### config.mk
export PLATFORM = sky130hd
export DESIGN_NAME = pu_slave_spi_framer
export DESIGN_NICKNAME = d
export VERILOG_FILES = /design/src/rtl/pu_slave_spi_framer.sv
export SDC_FILE = /design/constraint.sdc
export NUM_CORES = 1
export LEC_CHECK = 0
export ABC_AREA = 1
export CORE_MARGIN = 3
export CORE_UTILIZATION = 40
export DETAILED_ROUTE_END_ITERATION = 6
export DONT_BUFFER_PORTS = 1
export GPL_TIMING_DRIVEN = 0
export MAX_ROUTING_LAYER = met4
export PLACE_DENSITY = 0.59
export SKIP_LAST_GASP = 1
export SYNTH_ARGS = -nofsm -noshare
export SYNTH_HDL_FRONTEND = slang
export SYNTH_SLANG_ARGS = --single-unit
export TNS_END_PERCENT = 100
### constraint.sdc
create_clock -name clk -period 3.12 [get_ports clk]
set_input_delay 0.156 -clock clk [delete_from_list [all_inputs] [get_ports clk]]
set_output_delay 0.156 -clock clk [all_outputs]
set_load 0.01 [all_outputs]
### src/rtl/pu_slave_spi_framer.sv
// RX/TX frame buffer between the PU SPI slave byte driver and the processing unit.
// Optional macro PU_SPI_FRAMER_LSB_FIRST_EN: byte 0 occupies the low bits of the frame words.
module pu_slave_spi_framer #(
  parameter int BYTE_WIDTH  = 8,
  parameter int FRAME_BYTES = 4
) (
  input  logic                              clk,
  input  logic                              rst_n,
  input  logic                              cs,
  input  logic                              spi_ready,
  input  logic                              spi_prepare,
  input  logic [BYTE_WIDTH-1:0]             spi_data_out,
  output logic [BYTE_WIDTH-1:0]             spi_data_in,
  input  logic [FRAME_BYTES*BYTE_WIDTH-1:0] tx_frame,
  input  logic                              tx_load,
  output logic                              tx_pending,
  output logic [FRAME_BYTES*BYTE_WIDTH-1:0] rx_frame,
  output logic                              rx_valid,
  output logic                              rx_error
);

  localparam int FW    = FRAME_BYTES * BYTE_WIDTH;
  localparam int IDX_W = $clog2(FRAME_BYTES + 2);
  localparam logic [IDX_W-1:0] IDX_FULL = IDX_W'(FRAME_BYTES);
  localparam logic [IDX_W-1:0] IDX_OVF  = IDX_W'(FRAME_BYTES + 1);

  typedef enum logic [0:0] {
    ST_IDLE   = 1'b0,
    ST_ACTIVE = 1'b1
  } state_t;

  function automatic int lane(input int i);
`ifdef PU_SPI_FRAMER_LSB_FIRST_EN
    lane = i;
`else
    lane = FRAME_BYTES - 1 - i;
`endif
  endfunction

  // An index past the last byte yields zero, which the driver shifts out on overrun.
  function automatic logic [BYTE_WIDTH-1:0] get_byte(input logic [FW-1:0] frame,
                                                     input logic [IDX_W-1:0] idx);
    get_byte = {BYTE_WIDTH{1'b0}};
    for (int i = 0; i < FRAME_BYTES; i++) begin
      if (idx == IDX_W'(i)) get_byte = frame[lane(i)*BYTE_WIDTH +: BYTE_WIDTH];
    end
  endfunction

  function automatic logic [FW-1:0] put_byte(input logic [FW-1:0] frame,
                                             input logic [IDX_W-1:0] idx,
                                             input logic [BYTE_WIDTH-1:0] b);
    put_byte = frame;
    for (int i = 0; i < FRAME_BYTES; i++) begin
      if (idx == IDX_W'(i)) put_byte[lane(i)*BYTE_WIDTH +: BYTE_WIDTH] = b;
    end
  endfunction

  state_t           state_r;
  logic             cs_meta_r;
  logic             cs_sync_r;
  logic             ready_prev_r;
  logic             prepare_prev_r;
  logic [IDX_W-1:0] rx_idx_r;
  logic [IDX_W-1:0] tx_idx_r;
  logic [FW-1:0]    rx_shadow_r;
  logic [FW-1:0]    tx_active_r;
  logic [FW-1:0]    tx_pend_r;

  logic             cs_fall_s;
  logic             cs_rise_s;
  logic             ready_rise_s;
  logic             prepare_rise_s;
  logic [IDX_W-1:0] tx_idx_nxt_s;
  logic [FW-1:0]    tx_active_nxt_s;

  // Edge decode and next TX index/frame, so spi_data_in can follow one cycle after an edge.
  always_comb begin
    cs_fall_s       = (state_r == ST_IDLE) && !cs_sync_r;
    cs_rise_s       = (state_r == ST_ACTIVE) && cs_sync_r;
    ready_rise_s    = spi_ready && !ready_prev_r;
    prepare_rise_s  = (state_r == ST_ACTIVE) && spi_prepare && !prepare_prev_r;
    tx_idx_nxt_s    = tx_idx_r;
    tx_active_nxt_s = tx_active_r;
    if (cs_fall_s || cs_rise_s) begin
      tx_idx_nxt_s = {IDX_W{1'b0}};
    end else if (prepare_rise_s && (tx_idx_r != IDX_FULL)) begin
      tx_idx_nxt_s = tx_idx_r + IDX_W'(1);
    end else begin
      tx_idx_nxt_s = tx_idx_r;
    end
    if (cs_rise_s && tx_pending) begin
      tx_active_nxt_s = tx_pend_r;
    end else begin
      tx_active_nxt_s = tx_active_r;
    end
  end

  // cs synchroniser, transaction FSM, RX capture, TX buffering and all registered outputs.
  always_ff @(posedge clk or negedge rst_n) begin
    if (!rst_n) begin
      state_r        <= ST_IDLE;
      cs_meta_r      <= 1'b1;
      cs_sync_r      <= 1'b1;
      ready_prev_r   <= 1'b0;
      prepare_prev_r <= 1'b0;
      rx_idx_r       <= {IDX_W{1'b0}};
      tx_idx_r       <= {IDX_W{1'b0}};
      rx_shadow_r    <= {FW{1'b0}};
      tx_active_r    <= {FW{1'b0}};
      tx_pend_r      <= {FW{1'b0}};
      tx_pending     <= 1'b0;
      rx_frame       <= {FW{1'b0}};
      rx_valid       <= 1'b0;
      rx_error       <= 1'b0;
      spi_data_in    <= {BYTE_WIDTH{1'b0}};
    end else begin
      cs_meta_r      <= cs;
      cs_sync_r      <= cs_meta_r;
      ready_prev_r   <= spi_ready;
      prepare_prev_r <= spi_prepare;
      tx_idx_r       <= tx_idx_nxt_s;
      tx_active_r    <= tx_active_nxt_s;
      spi_data_in    <= get_byte(tx_active_nxt_s, tx_idx_nxt_s);
      rx_valid       <= 1'b0;
      rx_error       <= 1'b0;

      case (state_r)
        ST_IDLE: begin
          if (cs_fall_s) begin
            state_r  <= ST_ACTIVE;
            rx_idx_r <= {IDX_W{1'b0}};
          end else begin
            state_r  <= ST_IDLE;
          end
        end
        ST_ACTIVE: begin
          if (cs_rise_s) begin
            state_r  <= ST_IDLE;
            rx_idx_r <= {IDX_W{1'b0}};
            if (rx_idx_r == IDX_FULL) begin
              rx_frame <= rx_shadow_r;
              rx_valid <= 1'b1;
            end else begin
              rx_error <= 1'b1;
            end
          end else if (ready_rise_s) begin
            if (rx_idx_r < IDX_FULL) begin
              rx_shadow_r <= put_byte(rx_shadow_r, rx_idx_r, spi_data_out);
            end
            if (rx_idx_r != IDX_OVF) begin
              rx_idx_r <= rx_idx_r + IDX_W'(1);
            end
          end else begin
            state_r <= ST_ACTIVE;
          end
        end
        default: begin
          state_r <= ST_IDLE;
        end
      endcase

      // A load on the swap cycle wins: the swap already consumed the old pending frame.
      if (tx_load) begin
        tx_pend_r  <= tx_frame;
        tx_pending <= 1'b1;
      end else if (cs_rise_s) begin
        tx_pending <= 1'b0;
      end
    end
  end

endmodule

Word-level counts from Yosys, hierarchy flattened
Index checks and enable logic that the tools add are counted.
{ "word_totals": {"mem_count": 0, "in_bits": 46, "latch_bits": 0, "out_inout_bits": 43, "ram_bits": 0, "romBits": 0, "reg_bits": 150, "word_cells": 78} }
{ "op_classes": {"magnitude_cmp": 1, "muxes": 23, "eq_ne": 12, "multipliers": 0, "addsub": 2, "bitwise": 2, "div": 0, "n_reduce_logical": 20, "n_shift": 0} }
{ "op_table": {"columns": ["operator", "n"], "rows": [
  ["32-bit 2-to-1 mux", 1],
  ["8-bit 2-to-1 mux", 4],
  ["5-bit AND reduction", 4],
  ["3-bit 2-to-1 mux", 6],
  ["3-bit by 2-bit == test with 1-bit output (second input constant)", 4],
  ["1-bit 2-to-1 mux", 10],
  ["1-bit logical AND", 7],
  ["3-bit by 1-bit adder with 3-bit output (second input constant)", 2],
  ["3-bit by 1-bit == test with 1-bit output (second input constant)", 2],
  ["3-bit logical NOT", 2],
  ["3-bit by 1-bit != test with 1-bit output (second input constant)", 2],
  ["3-bit != test (second input constant)", 2],
  ["3-bit case mux with 2 select lines", 1],
  ["3-bit AND reduction", 2],
  ["3-bit == test (second input constant)", 1],
  ["1-bit logical NOT", 3],
  ["3-bit less-than comparator (second input constant)", 1],
  ["2-bit != test (second input constant)", 1],
  ["1-bit NOT", 2],
  ["1-bit case mux with 2 select lines", 1],
  ["2-bit nonzero test", 1],
  ["1-bit logical OR", 1]
]} }

Depth between registers and ports, before layout
Gate-level depths: netlist of the first run.
{ "logic_depth": {"ltp_word": 10, "mapped_depth": 10, "depth_no_buf": 9} }

Least setup slack after synthesis of the first run
No wires, ideal clock.
{ "synth_path": {"path_type": "reg2reg", "start": "register cs_sync_r", "end": "register rx_frame[0]", "t_required_ns": 2.995, "slack_ns": 1.417, "arrival_time_ns": 1.578, "synth_period_minus_slack_ns": 1.703, "path_stages_with_launch": 6, "n_path_buf": 1, "setup_time_ns": 0.125, "cell_sequence": "dfstp_2 ha_1 nand2_1 nor2_2 buf_6 mux2_2"} }
{ "synth_between": {"elab_chain_cells": 2} }
{ "synth_rtl": {"columns": ["item", "line_no", "source"], "rows": [
  ["start: declaration", "60", "logic cs_sync_r;"],
  ["start signal: assignment", "118", "cs_sync_r <= cs_meta_r;"],
  ["1-bit logical AND", "79", "cs_rise_s = (state_r == ST_ACTIVE) && cs_sync_r;"],
  ["3-bit AND reduction (no line)", null, null],
  ["end signal: assignment", "112", "rx_frame <= {FW{1'b0}};"],
  ["end signal: assignment", "141", "rx_frame <= rx_shadow_r;"],
  ["end: declaration", "17", "output logic [FRAME_BYTES*BYTE_WIDTH-1:0] rx_frame,"]
]} }
No other way between the ends.
A chain may end at the register's enable or synchronous reset.

Worst setup path after layout of the first run
{ "layout_path": {"start": "register state_r", "end": "register spi_data_in[4]"} }
{ "layout_between": {"word_cells_on_any_way": 19, "cone_classes": "eq/ne (3); mux (7); bitwise (1); reduce/logical (8)"} }
{ "layout_rtl": {"columns": ["item", "line_no", "source"], "rows": [
  ["start: declaration", "58", "state_t state_r;"],
  ["start signal: assignment", "101", "state_r <= ST_IDLE;"],
  ["start signal: assignment", "130", "state_r <= ST_ACTIVE;"],
  ["start signal: assignment", "133", "state_r <= ST_IDLE;"],
  ["1-bit logical AND", "79", null],
  ["1-bit logical AND", "91", "if (cs_rise_s && tx_pending) begin"],
  ["32-bit 2-to-1 mux", "91", null],
  ["named net tx_active_nxt_s[28]", "74", "logic [FW-1:0] tx_active_nxt_s;"],
  ["8-bit 2-to-1 mux (4 in series)", "45", "if (idx == IDX_W'(i)) get_byte = frame[lane(i)*BYTE_WIDTH +: BYTE_WIDTH];"],
  ["end signal: assignment", "115", "spi_data_in <= {BYTE_WIDTH{1'b0}};"],
  ["end signal: assignment", "123", "spi_data_in <= get_byte(tx_active_nxt_s, tx_idx_nxt_s);"],
  ["end: declaration", "13", "output logic [BYTE_WIDTH-1:0] spi_data_in,"]
]} }
The timed path passes the listed nets, and every way through them passes these cells.

==> results of run 1 <==
-- power by group through the flow --
stage / clock, mW / sequential, mW / combinational [mW]
after CTS: 1.82 / 2.75 / 1.16
after global routing: 1.91 / 2.81 / 1.31
after floorplan: 0 / 2.69 / 0.832
after detailed placement: 0 / 2.78 / 1.11
final: 1.77 / 2.75 / 1.14
after global placement: 0 / 2.76 / 1.08
-- cells by family after synthesis --
| logic type | share of synthesized area |
|---|---|
| AO/OA/AOI/OAI | 0.0880 |
| XOR/XNOR | 0.00148 |
| adder cells (fa/ha/maj) | 0.0232 |
| buffers and inverters | 0.0587 |
| flip-flops | 0.633 |
| multiplexers | 0.0608 |
| AND/OR/NAND/NOR | 0.134 |
-- cell usage after synthesis --
library cell,instances
nor3_2,1
dfrtp_1,148
nand3_2,1
inv_1,55
nand4_1,32
nor2_1,3
o21ai_0,98
nand2_1,111
xnor2_1,1
mux2_2,32
buf_4,2
nand3_1,12
nor2_4,2
nor2_2,1
nand2_2,4
inv_2,2
o21bai_1,1
ha_1,11
o21a_1,1
clkbuf_1,12
buf_6,3
nand3_4,2
buf_2,8
o22ai_1,1
a21oi_1,2
dfstp_2,2
-- final cells by class --
type                    instances  area (sq um)  share of cell area
repair buffers                 35           350              0.0499
plain buffers                  25           134              0.0191
diodes                          1          2.50            0.000357
multi-input cells             316          1830               0.260
flip-flops and latches        150          3760               0.535
clock inverters                 4          23.8             0.00339
clock buffers                  25           485              0.0692
well taps                     180           225              0.0321
inverters                      57           214              0.0305
-- metrics by stage --
step                      hold slack (ns)  std cells  setup slack, ns  utilization  cell area [sq um]
after detailed placement           -0.137        728            0.974        0.433               6150
after CTS                          -0.584        792            0.964        0.494               7010
after global placement             -0.136        728             1.01        0.433               6150
final                              -0.561        793            0.950        0.494               7020
after floorplan                    -0.140        548             1.42            -               5930
after global routing               -0.591        793            0.850        0.494               7020
-- critical path: stages (launching register included) --
cell and delay (ns):
dfrtp_1 0.46, ha_1 0.28, nand2_1 0.26, clkbuf_1 0.45, o21ai_0 0.26, nand4_1 0.15
nand4_1 0.16
-- state kept, by name, indices dropped and copies added (netlist names), 3 cells and up --
register,cells
tx_active_r,32
rx_frame,32
rx_idx_r,3
rx_shadow_r,32
tx_pend_r,32
spi_data_in,8
tx_idx_r,3
-- per-layer routing --
| layer | GRT usage | vias up |
|---|---|---|
| met4 | 0.0493 | 0 |
| met2 | 0.277 | 117 |
| met5 | - | - |
| met3 | 0.0625 | 14 |
| li1 | - | 1923 |
| met1 | 0.204 | 1948 |
-- worst paths after layout --
path | start | end | slack, ns | cells past startpoint
setup / recovery | state_r | spi_data_in[4] | 0.95 | 6
hold / removal | rst_n | rx_frame[9] | -0.56 | 0
setup reg to reg | state_r | spi_data_in[4] | 0.95 | 6
hold reg to reg | cs_meta_r | cs_sync_r | 0.36 | 0
max in group asynchronous | rst_n | rx_shadow_r[5] | 3.38 | 0
min in group clk | spi_data_out[1] | rx_shadow_r[9] | 0.03 | 2
==> results summary, run 1 <==
The flow ran to the end, but the final reports show violations. The final reports fail on hold timing. The total detailed-routing wirelength is 12700 microns. The share of final-layout standard cells stronger than drive strength 1 is 0.137.

For this block, wires on met1 add up to 5480 microns. TritonCTS built the clock tree. The number of pins exceeding their max-slew limit in the final report came to 0. Summed over all instances, the cell type with the most area after synthesis is dfrtp_1. The share of total power dissipated in combinational logic is 0.202. The number of antenna violations at the first check in global routing came to 1. The flip-flop and latch count after synthesis came out at 150. In this run the remaining antenna-violating nets after routing total 0. The synthesis-to-finish area growth came out at 18.3%.

The number of setup buffers added after CTS is 0. STA classifies the critical path startpoint as a flop. Leaving out fill and tap cells, the most frequent cell in the layout is dfrtp_1.

The total of fill cells in the finished design is 1281. The count of endpoints failing setup in the final report came out at 0. Summing over every cut layer, the via total after detailed routing is 4002. The clock sink count came out at 150. The placer's final routability congestion estimate is 0.931.

The kind of critical path is reg -> reg. In this run the deepest clock path goes through 2 buffers. The sequential fraction of the synthesis area is 0.633. The pre-antenna-repair detailed-routing pass consisted of 5 iterations.

The per-cell via count in the routed design is 5.05. The width of the die came out at 128 microns. After detailed routing, the met2 layer carries 6310 microns of wire. The leakage dissipation came out at 3.37 nW. The quantity of gates resized following cts is 0. In this run the vertical extent of the chip is 128 microns. The sum of negative setup slack came out at 0 ns. Of the available clock period, the critical path in the final layout requires 0.696.

The post-synth design cell area came out at 0.00593 sq mm. The number of hold-repair buffers added at the cts stage came out at 35. The number of top-level pins came out at 89. The wire length on met3 came out at 791 microns. After clock tree synthesis, the clock-pin slew on the worst setup and hold paths is 0.06 ns. The per-instance average area after synthesis came out at 10.8 sq um. In this run the worst hold path is classified as in -> async. The reported max-cap violation count came out at 0. In this run the clock root is driven by a clkbuf_16. The wire length of the first global-routing pass came out at 21200 microns. By area the synthesized netlist is led by dfrtp_1 62%, o21ai_0 8.3%, nand2_1 7.0%.

The number of standard cells after synthesis is 548. Of the total power, the clock network draws 0.313. The net count of the mapped netlist is 605. The number of nets in the final layout came out at 659. Setup repair after global routing left no endpoint under its margin.

STA classifies the critical path endpoint as a flop. The tightest slew margin relative to the limit came out at 0.662. Yosys mapped the design onto 26 distinct sky130hd cell types.

The worst-skew pair later-pin latency came out at 0.41 ns. The worst hold slack after final layout is -0.561 ns. The standard-cell row count came out at 43. The slew at the pin closest to its max-slew limit is 0.506 ns. The initial cell density of the core came out at 0.417. The total die area is 0.0163 sq mm. Once detailed placement completed, the half-perimeter wirelength came to 8960 microns. During placement, the flow inserted port buffers numbering 0.

Internal power comes to 3.94 mW. The area of the core region came out at 0.0142 sq mm. The starting DRC count in detailed routing came out at 250.

The number of global-route vias before repair is 4194. The share of power burned in registers came out at 0.485. The switching fraction of total power is 0.305. The maximum ir drop on the vdd rail came out at 0.448 mV.

After global routing the overflow that remains totals 0. At the worst endpoint, the arrival time is 2.42 ns. The warning count from the yosys run came out at 0.

In the layout the commonest cells are 148 x dfrtp_1, 111 x nand2_1, 98 x o21ai_0, 55 x inv_1, 35 x dlygate4sd3_1. The areal power density over the cells is 807 mW/mm^2. Static timing analysis puts the maximum clock frequency at 461 MHz. On the final layout, the worst clock skew is 0.0102 ns. The post-route total power came out at 5.66 mW. The clock period could shrink to 2.17 ns. The depth of the CTS H-tree came out at 4. The reported net switching power came out at 1.73 mW. The required time at the endpoint of the critical path came out at 3.37 ns. The pin count of the biggest net entering global routing is 151. The largest driver fanout on the critical path is 10.

The DRC violations left came out at 0. In the global route stage, overall resource usage came out at 0.172. The detailed router used layers up to and including met4. The routed wirelength normalized by instance count came out at 16.1 microns. The fraction of post-synthesis cell area in the top cell type by area is 0.625. The final hold violation count came out at 150. In this run, CTS created clock tree buffers numbering 17.
Note: power is estimated with default switching activity, not from simulation.
==> run 2, diff against run 1 <==
- clock period: 3.12 -> 2.2 ns (I/O delays scaled with it)
==> run 2 against run 1 <==
Effect of this change:
- the run still ends with hold timing left
- fmax up 7.4%
- sequential cell count unchanged
- critical path depth unchanged
- combinational power up 44%
- utilization up 0.46 points
==> results summary, run 2 (synthesized netlist as in run 1, its figures left out) <==
The total detailed-routing wirelength is 12800 microns (was 12700 microns). The number of iterations in the first detailed-routing pass is 5 (unchanged). The total track usage is 0.172 (about the same).

The most frequent standard cell in the layout excluding fill and tap cells is dfrtp_1 (unchanged). The clock sink count is 150 (unchanged). The peak clock frequency supported by timing came to 495 MHz (was 461 MHz). The per-cell via count in the routed design came out at 5.03 (was 5.05).

The depth of the CTS H-tree came out at 4 (unchanged). The via count of the routed design came out at 4018 (was 4002). The standard cell area after detailed placement came to 0.00615 sq mm (unchanged).

The quantity of I/O buffers inserted on ports came out at 0 (unchanged). The required time at the endpoint of the critical path is 2.46 ns (was 3.37 ns). The placer's final routability congestion estimate came to 0.931 (unchanged).

The DRC violations left is 0 (unchanged). The area of the core region is 0.0142 sq mm (unchanged). The type of element capturing the critical path is a flop (unchanged).

The number of pins exceeding their max-slew limit in the final report is 0 (unchanged). The worst clock skew on the final layout was 0.00967 ns (was 0.0102 ns). The arrival time at the worst endpoint was 2.28 ns (was 2.42 ns). Commonest cells after routing, fill and taps aside: 148 x dfrtp_1, 111 x nand2_1, 98 x o21ai_0, 55 x inv_1, 41 x dlygate4sd3_1 (was 148 x dfrtp_1, 111 x nand2_1, 98 x o21ai_0, 55 x inv_1, 35 x dlygate4sd3_1). The synthesis-to-finish area growth is 19.4% (was 18.3%). The width of the die is 128 microns (unchanged). The initial cell density of the core was 0.417 (unchanged).

The number of nets in the final layout is 665 (was 659). The tightest slew margin relative to the limit is 0.684 (was 0.662). The pin count of the biggest net entering global routing came out at 151 (unchanged). The starting DRC count in detailed routing is 266 (was 250). The utilization after layout is 0.499 (was 0.494).

The largest driver fanout on the critical path is 10 (unchanged). The final period utilization came out at 0.919 (was 0.696). The kind of critical path is reg -> reg (unchanged).

The reported max-cap violation count came out at 0 (unchanged). The number of nets with antenna violations after detailed routing is 0 (unchanged). The standard-cell row count is 43 (unchanged). The number of global-route vias before repair is 4213 (was 4194). The share of final-layout standard cells stronger than drive strength 1 came out at 0.142 (was 0.137). The critical path launch point type is a flop (unchanged). The critical-path cell with the highest stage delay was dfrtp_1 (unchanged). The final hold violation count came out at 150 (unchanged). The number of buffers inserted to repair setup after CTS came out at 0 (unchanged).

The worst flop-to-flop path startpoint is state_r (unchanged). The routed wirelength normalized by instance count came out at 16.1 microns (about the same). The sum of negative setup slack is 0 ns (unchanged). The peak per-stage delay on the critical path is 0.45 ns (was 0.46 ns). The number of buffers and inverters on the critical path is 1 (unchanged). The switching fraction of total power came out at 0.305 (about the same). The areal power density over the cells is 1140 mW/mm^2 (was 807 mW/mm^2). The reported net switching power is 2.46 mW (was 1.73 mW). Violated checks: hold timing (unchanged).

The slew at the pin closest to its max-slew limit is 0.473 ns (was 0.506 ns). The number of antenna violations at the first check in global routing came out at 1 (unchanged). The sum of overflow across all layers after global routing was 0 (unchanged). The leakage dissipation came out at 3.41 nW (was 3.37 nW). RSZ-0062 raised after global routing: no (unchanged). The number of top-level pins came out at 89 (unchanged). The wire length of the first global-routing pass is 21200 microns (about the same).

The clock edge transition at the registers on the reported setup and hold paths is 0.05 ns (was 0.06 ns). The clock root buffer is clkbuf_16 (unchanged). The worst setup path startpoint is state_r (unchanged).

The worst hold slack after final layout is -0.609 ns (was -0.561 ns). The part of the total power dissipated in the clock network came out at 0.312 (was 0.313). The worst-skew pair later-pin latency came out at 0.41 ns (about the same). The shortest clock period the worst path allows after layout came out at 2.02 ns (was 2.17 ns). The maximum ir drop on the vdd rail came to 0.638 mV (was 0.448 mV). The portion of total power attributed to combinational logic came out at 0.203 (was 0.202). The clock tree buffer depth came out at 2 (unchanged). Ordered list of cells on the worst path: ha_1, nand2_1, clkbuf_1, o21ai_0, nand3_1, nand4_1 (was ha_1, nand2_1, clkbuf_1, o21ai_0, nand4_1, nand4_1). The post-detailed-placement half-perimeter wirelength is 8960 microns (unchanged).

The number of hold-repair buffers added at the cts stage is 41 (was 35). The class of the worst hold path is in -> async (unchanged). The share of power burned in registers is 0.484 (was 0.485). The cell family with the largest share of critical-path delay is simple AND/OR/NAND/NOR gates (unchanged).

Result of the run: finished, violations left (unchanged). The count of endpoints failing setup in the final report is 0 (unchanged). The internal power summed over all cells came to 5.59 mW (was 3.94 mW). The post-route cell area is 0.00708 sq mm (was 0.00702 sq mm).

The vertical die dimension is 128 microns (unchanged). The total die area came out at 0.0163 sq mm (unchanged). The number of buffers added by the clock tree synthesis step came to 17 (unchanged). The clock tree from TritonCTS is yes (unchanged).
run 2: changes by cell type in the layout (fill, tap and decap cells not counted), sizes merged:
cell,change
dlygate4sd3,+6
run 2: path summary, 6_finish.rpt:
kind                              endpoint  slack [ns]  cells past startpoint
max                         spi_data_in[6]        0.18                      6
min                            rx_frame[9]       -0.61                      0
max reg2reg                 spi_data_in[6]        0.18                      6
min reg2reg                      cs_sync_r        0.36                      0
max in group asynchronous  rx_shadow_r[20]        2.55                      0
min in group clk           rx_shadow_r[13]           0                      2
run 2: repair_timing:
action                                 4_1_cts  5_1_grt
endpoints found under the hold margin      204      150
setup endpoints to repair                    0        8
gates resized for setup                      0        8
run 2: routing by layer:
| metal | GRT usage | wire length, microns |
|---|---|---|
| met1 | 0.204 | 5560 |
| met2 | 0.278 | 6390 |
| met3 | 0.0625 | 773 |
| met4 | 0.0493 | 125 |
| met5 | - | 0 |
run 2: worst register-to-register path, cell delays in order, from the launching register on:
cell and delay (ns):
dfrtp_1 0.45, ha_1 0.28, nand2_1 0.27, clkbuf_1 0.37, o21ai_0 0.22, nand3_1 0.13
nand4_1 0.15
run 2: layout make-up:
class / count / area (sq um)
clock inverter: 4 / 23.8
timing repair buffer: 41 / 410
inverter: 57 / 214
clock buffer: 25 / 485
multi-input combinational: 316 / 1830
antenna: 1 / 2.50
buffer: 25 / 139
sequential: 150 / 3760
fill: 1272 / 7120
tap: 180 / 225
run 2: per-stage QoR:
step	setup WS, ns	std cells	total power [mW]
after floorplan	0.497	548	5.00
after global placement	0.0869	728	5.44
after detailed placement	0.0545	728	5.51
after CTS	0.0442	798	8.13
after global routing	0.0277	799	8.57
final	0.179	799	8.05
run 2: power groups by stage:
stage | logic, mW | clock network (mW) | registers [mW]
2_1_floorplan | 1.18 | 0 | 3.82
6_report | 1.64 | 2.52 | 3.90
3_3_place_gp | 1.53 | 0 | 3.91
3_5_place_dp | 1.58 | 0 | 3.94
5_1_grt | 1.87 | 2.71 | 3.98
4_1_cts | 1.65 | 2.58 | 3.90
==> run 3, diff against run 2 <==
- CELL_PAD_IN_SITES_DETAIL_PLACEMENT: unset -> 0
- CELL_PAD_IN_SITES_GLOBAL_PLACEMENT: unset -> 1
- CORE_MARGIN: 3 -> 10
- CTS_BUF_LIST: unset -> sky130_fd_sc_hd__clkbuf_8
- PLACE_DENSITY: 0.59 -> 0.71
==> run 3 against run 2 <==
Effect of this change:
- the flow still finishes with violations (hold timing)
- sequential cell count did not move
- via count up 1.6%
- first-iteration DRC count increased by 26%
- clock skew hardly changed
- critical path depth unchanged
- cell count up 0.88%
- combinational power is essentially flat
- critical path type unchanged
- largest cell class unchanged
==> results summary, run 3 (synthesized netlist as in run 1, its figures left out) <==
The most frequent standard cell in the layout excluding fill and tap cells is dfrtp_1 (unchanged). Result of the run: finished, violations left (unchanged). The clock edge transition at the registers on the reported setup and hold paths was 0.08 ns (was 0.05 ns). The slew at the pin closest to its max-slew limit came to 0.476 ns (was 0.473 ns). The class of the worst hold path was in -> async (unchanged).

The wire length of the first global-routing pass is 22900 microns (was 21200 microns). The placer's final routability congestion estimate was 0.888 (was 0.931). The count of endpoints failing setup in the final report is 0 (unchanged). RSZ-0062 raised after global routing: no (unchanged). The number of hold-repair buffers added at the cts stage was 43 (was 41). The standard-cell row count is 44 (was 43). The pin count of the biggest net entering global routing is 151 (unchanged).

The number of nets in the final layout came out at 667 (was 665). The tightest slew margin relative to the limit is 0.679 (was 0.684). The via count of the routed design is 4082 (was 4018). The final period utilization was 0.949 (was 0.919). The total die area came out at 0.0201 sq mm (was 0.0163 sq mm). The required time at the endpoint of the critical path came to 2.58 ns (was 2.46 ns).

The clock tree buffer depth came to 2 (unchanged). The number of buffers added by the clock tree synthesis step came out at 17 (unchanged). The number of iterations in the first detailed-routing pass came out at 4 (was 5). The total detailed-routing wirelength is 13800 microns (was 12800 microns). Commonest cells after routing, fill and taps aside: 148 x dfrtp_1, 111 x nand2_1, 98 x o21ai_0, 58 x inv_1, 43 x dlygate4sd3_1 (was 148 x dfrtp_1, 111 x nand2_1, 98 x o21ai_0, 55 x inv_1, 41 x dlygate4sd3_1).

The maximum ir drop on the vdd rail is 0.550 mV (was 0.638 mV). The final hold violation count is 150 (unchanged). The share of final-layout standard cells stronger than drive strength 1 came out at 0.150 (was 0.142).

The total track usage came to 0.147 (was 0.172). The worst clock skew on the final layout is 0.00919 ns (was 0.00967 ns). The number of pins exceeding their max-slew limit in the final report is 0 (unchanged). The routed wirelength normalized by instance count is 17.2 microns (was 16.1 microns). The kind of critical path is reg -> reg (unchanged).

Violated checks: hold timing (unchanged). The largest driver fanout on the critical path was 10 (unchanged). The vertical die dimension came to 142 microns (was 128 microns). The total of fill cells in the finished design was 1344 (was 1272). The quantity of I/O buffers inserted on ports came out at 0 (unchanged). The diode insertion count for antenna repair is 0 (was 1).

The per-cell via count in the routed design is 5.06 (was 5.03). The number of top-level pins is 89 (unchanged). The width of the die is 142 microns (was 128 microns). The type of element capturing the critical path is a flop (unchanged). The sum of negative setup slack is 0 ns (unchanged).

The leakage dissipation is 3.37 nW (was 3.41 nW). The worst-skew pair later-pin latency is 0.45 ns (was 0.41 ns). The post-detailed-placement half-perimeter wirelength is 9930 microns (was 8960 microns).

The critical path launch point type is a flop (unchanged). The peak clock frequency supported by timing was 479 MHz (was 495 MHz). The number of global-route vias before repair is 4363 (was 4213). The clock root buffer is clkbuf_8 (was clkbuf_16). The sum of overflow across all layers after global routing came to 0 (unchanged). The starting DRC count in detailed routing came out at 335 (was 266). The arrival time at the worst endpoint came to 2.47 ns (was 2.28 ns). The initial cell density of the core came out at 0.408 (was 0.417). The depth of the CTS H-tree is 4 (unchanged).

The synthesis-to-finish area growth is 17.4% (was 19.4%). The reported max-cap violation count is 0 (unchanged). The area of the core region is 0.0145 sq mm (was 0.0142 sq mm).

The final cell count without fillers came out at 806 (was 799). The shortest clock period the worst path allows after layout came out at 2.09 ns (was 2.02 ns). The clock tree from TritonCTS is yes (unchanged). The number of instances in the placed design is 732 (was 728). The DRC violations left came out at 0 (unchanged). The number of antenna violations at the first check in global routing came out at 0 (was 1). The worst hold slack after final layout is -0.650 ns (was -0.609 ns).

The areal power density over the cells came out at 1080 mW/mm^2 (was 1140 mW/mm^2). The clock sink count was 150 (unchanged). The number of buffers inserted to repair setup after CTS is 0 (unchanged). The number of nets with antenna violations after detailed routing came out at 0 (unchanged). The number of cells traversed by the worst register-to-register path was 6 (unchanged).
[run 3: cell types whose count changed in the layout (fill, tap and decap cells not counted), sizes merged]
| cell | change |
|---|---|
| bufinv | +2 |
| clkbuf | -7 |
| clkinv | +3 |
| clkinvlp | +1 |
| diode | -1 |
| dlygate4sd3 | +2 |
| inv | +3 |
[run 3: metrics by stage]
stage	utilization	worst slack (ns)	power, mW	area [sq um]
2_1_floorplan	-	0.497	5.00	5930
3_5_place_dp	0.424	0.0127	5.54	6160
3_3_place_gp	0.424	0.0656	5.46	6160
4_1_cts	0.479	0.0661	7.61	6960
6_report	0.479	0.111	7.52	6960
5_1_grt	0.479	0.0362	8.03	6960
[run 3: per-layer routing]
metal | part of all wire | global-route usage | wire length [microns]
met1 | 0.42 | 0.170 | 5840
met2 | 0.49 | 0.233 | 6820
met4 | 0.020 | 0.0565 | 283
met3 | 0.065 | 0.0497 | 899
met5 | 0 | - | 0
[run 3: report_power, final]
part / switching, mW / internal [mW]
combinational: 1.05 / 0.611
clock: 0.965 / 1.01
sequential: 0.426 / 3.47
[run 3: area by class of cell]
type / instances / area, sq um / area share
timing repair buffer: 43 / 430 / 0.0618
clock inverter: 13 / 118 / 0.0169
sequential: 150 / 3760 / 0.540
clock buffer: 18 / 248 / 0.0356
tap: 184 / 230 / 0.0331
multi-input combinational: 316 / 1830 / 0.262
buffer: 25 / 140 / 0.0201
inverter: 57 / 214 / 0.0307
[run 3: worst max-delay path, stage by stage (launching register included)]
cell and delay [ns]:
dfstp_2 0.55, ha_1 0.23, nand2_1 0.24, clkbuf_2 0.28, o21ai_0 0.44, nand4_1 0.16
nand4_1 0.12
[run 3: worst paths after layout]
path	start	endpoint	slack, ns
min in group clk	spi_ready	rx_idx_r[2]	0.08
worst min-delay path	rst_n	rx_frame[12]	-0.65
max in group asynchronous	rst_n	spi_data_in[7]	2.64
worst max register to register	cs_sync_r	spi_data_in[3]	0.11
worst max-delay path	cs_sync_r	spi_data_in[3]	0.11
worst min register to register	cs_meta_r	cs_sync_r	0.36
[run 3: timing repair]
action	4_1_cts	5_1_grt
gates cloned	0	0
resized for setup	1	8
endpoints found under the setup margin	1	8
endpoints found under the hold margin	217	150
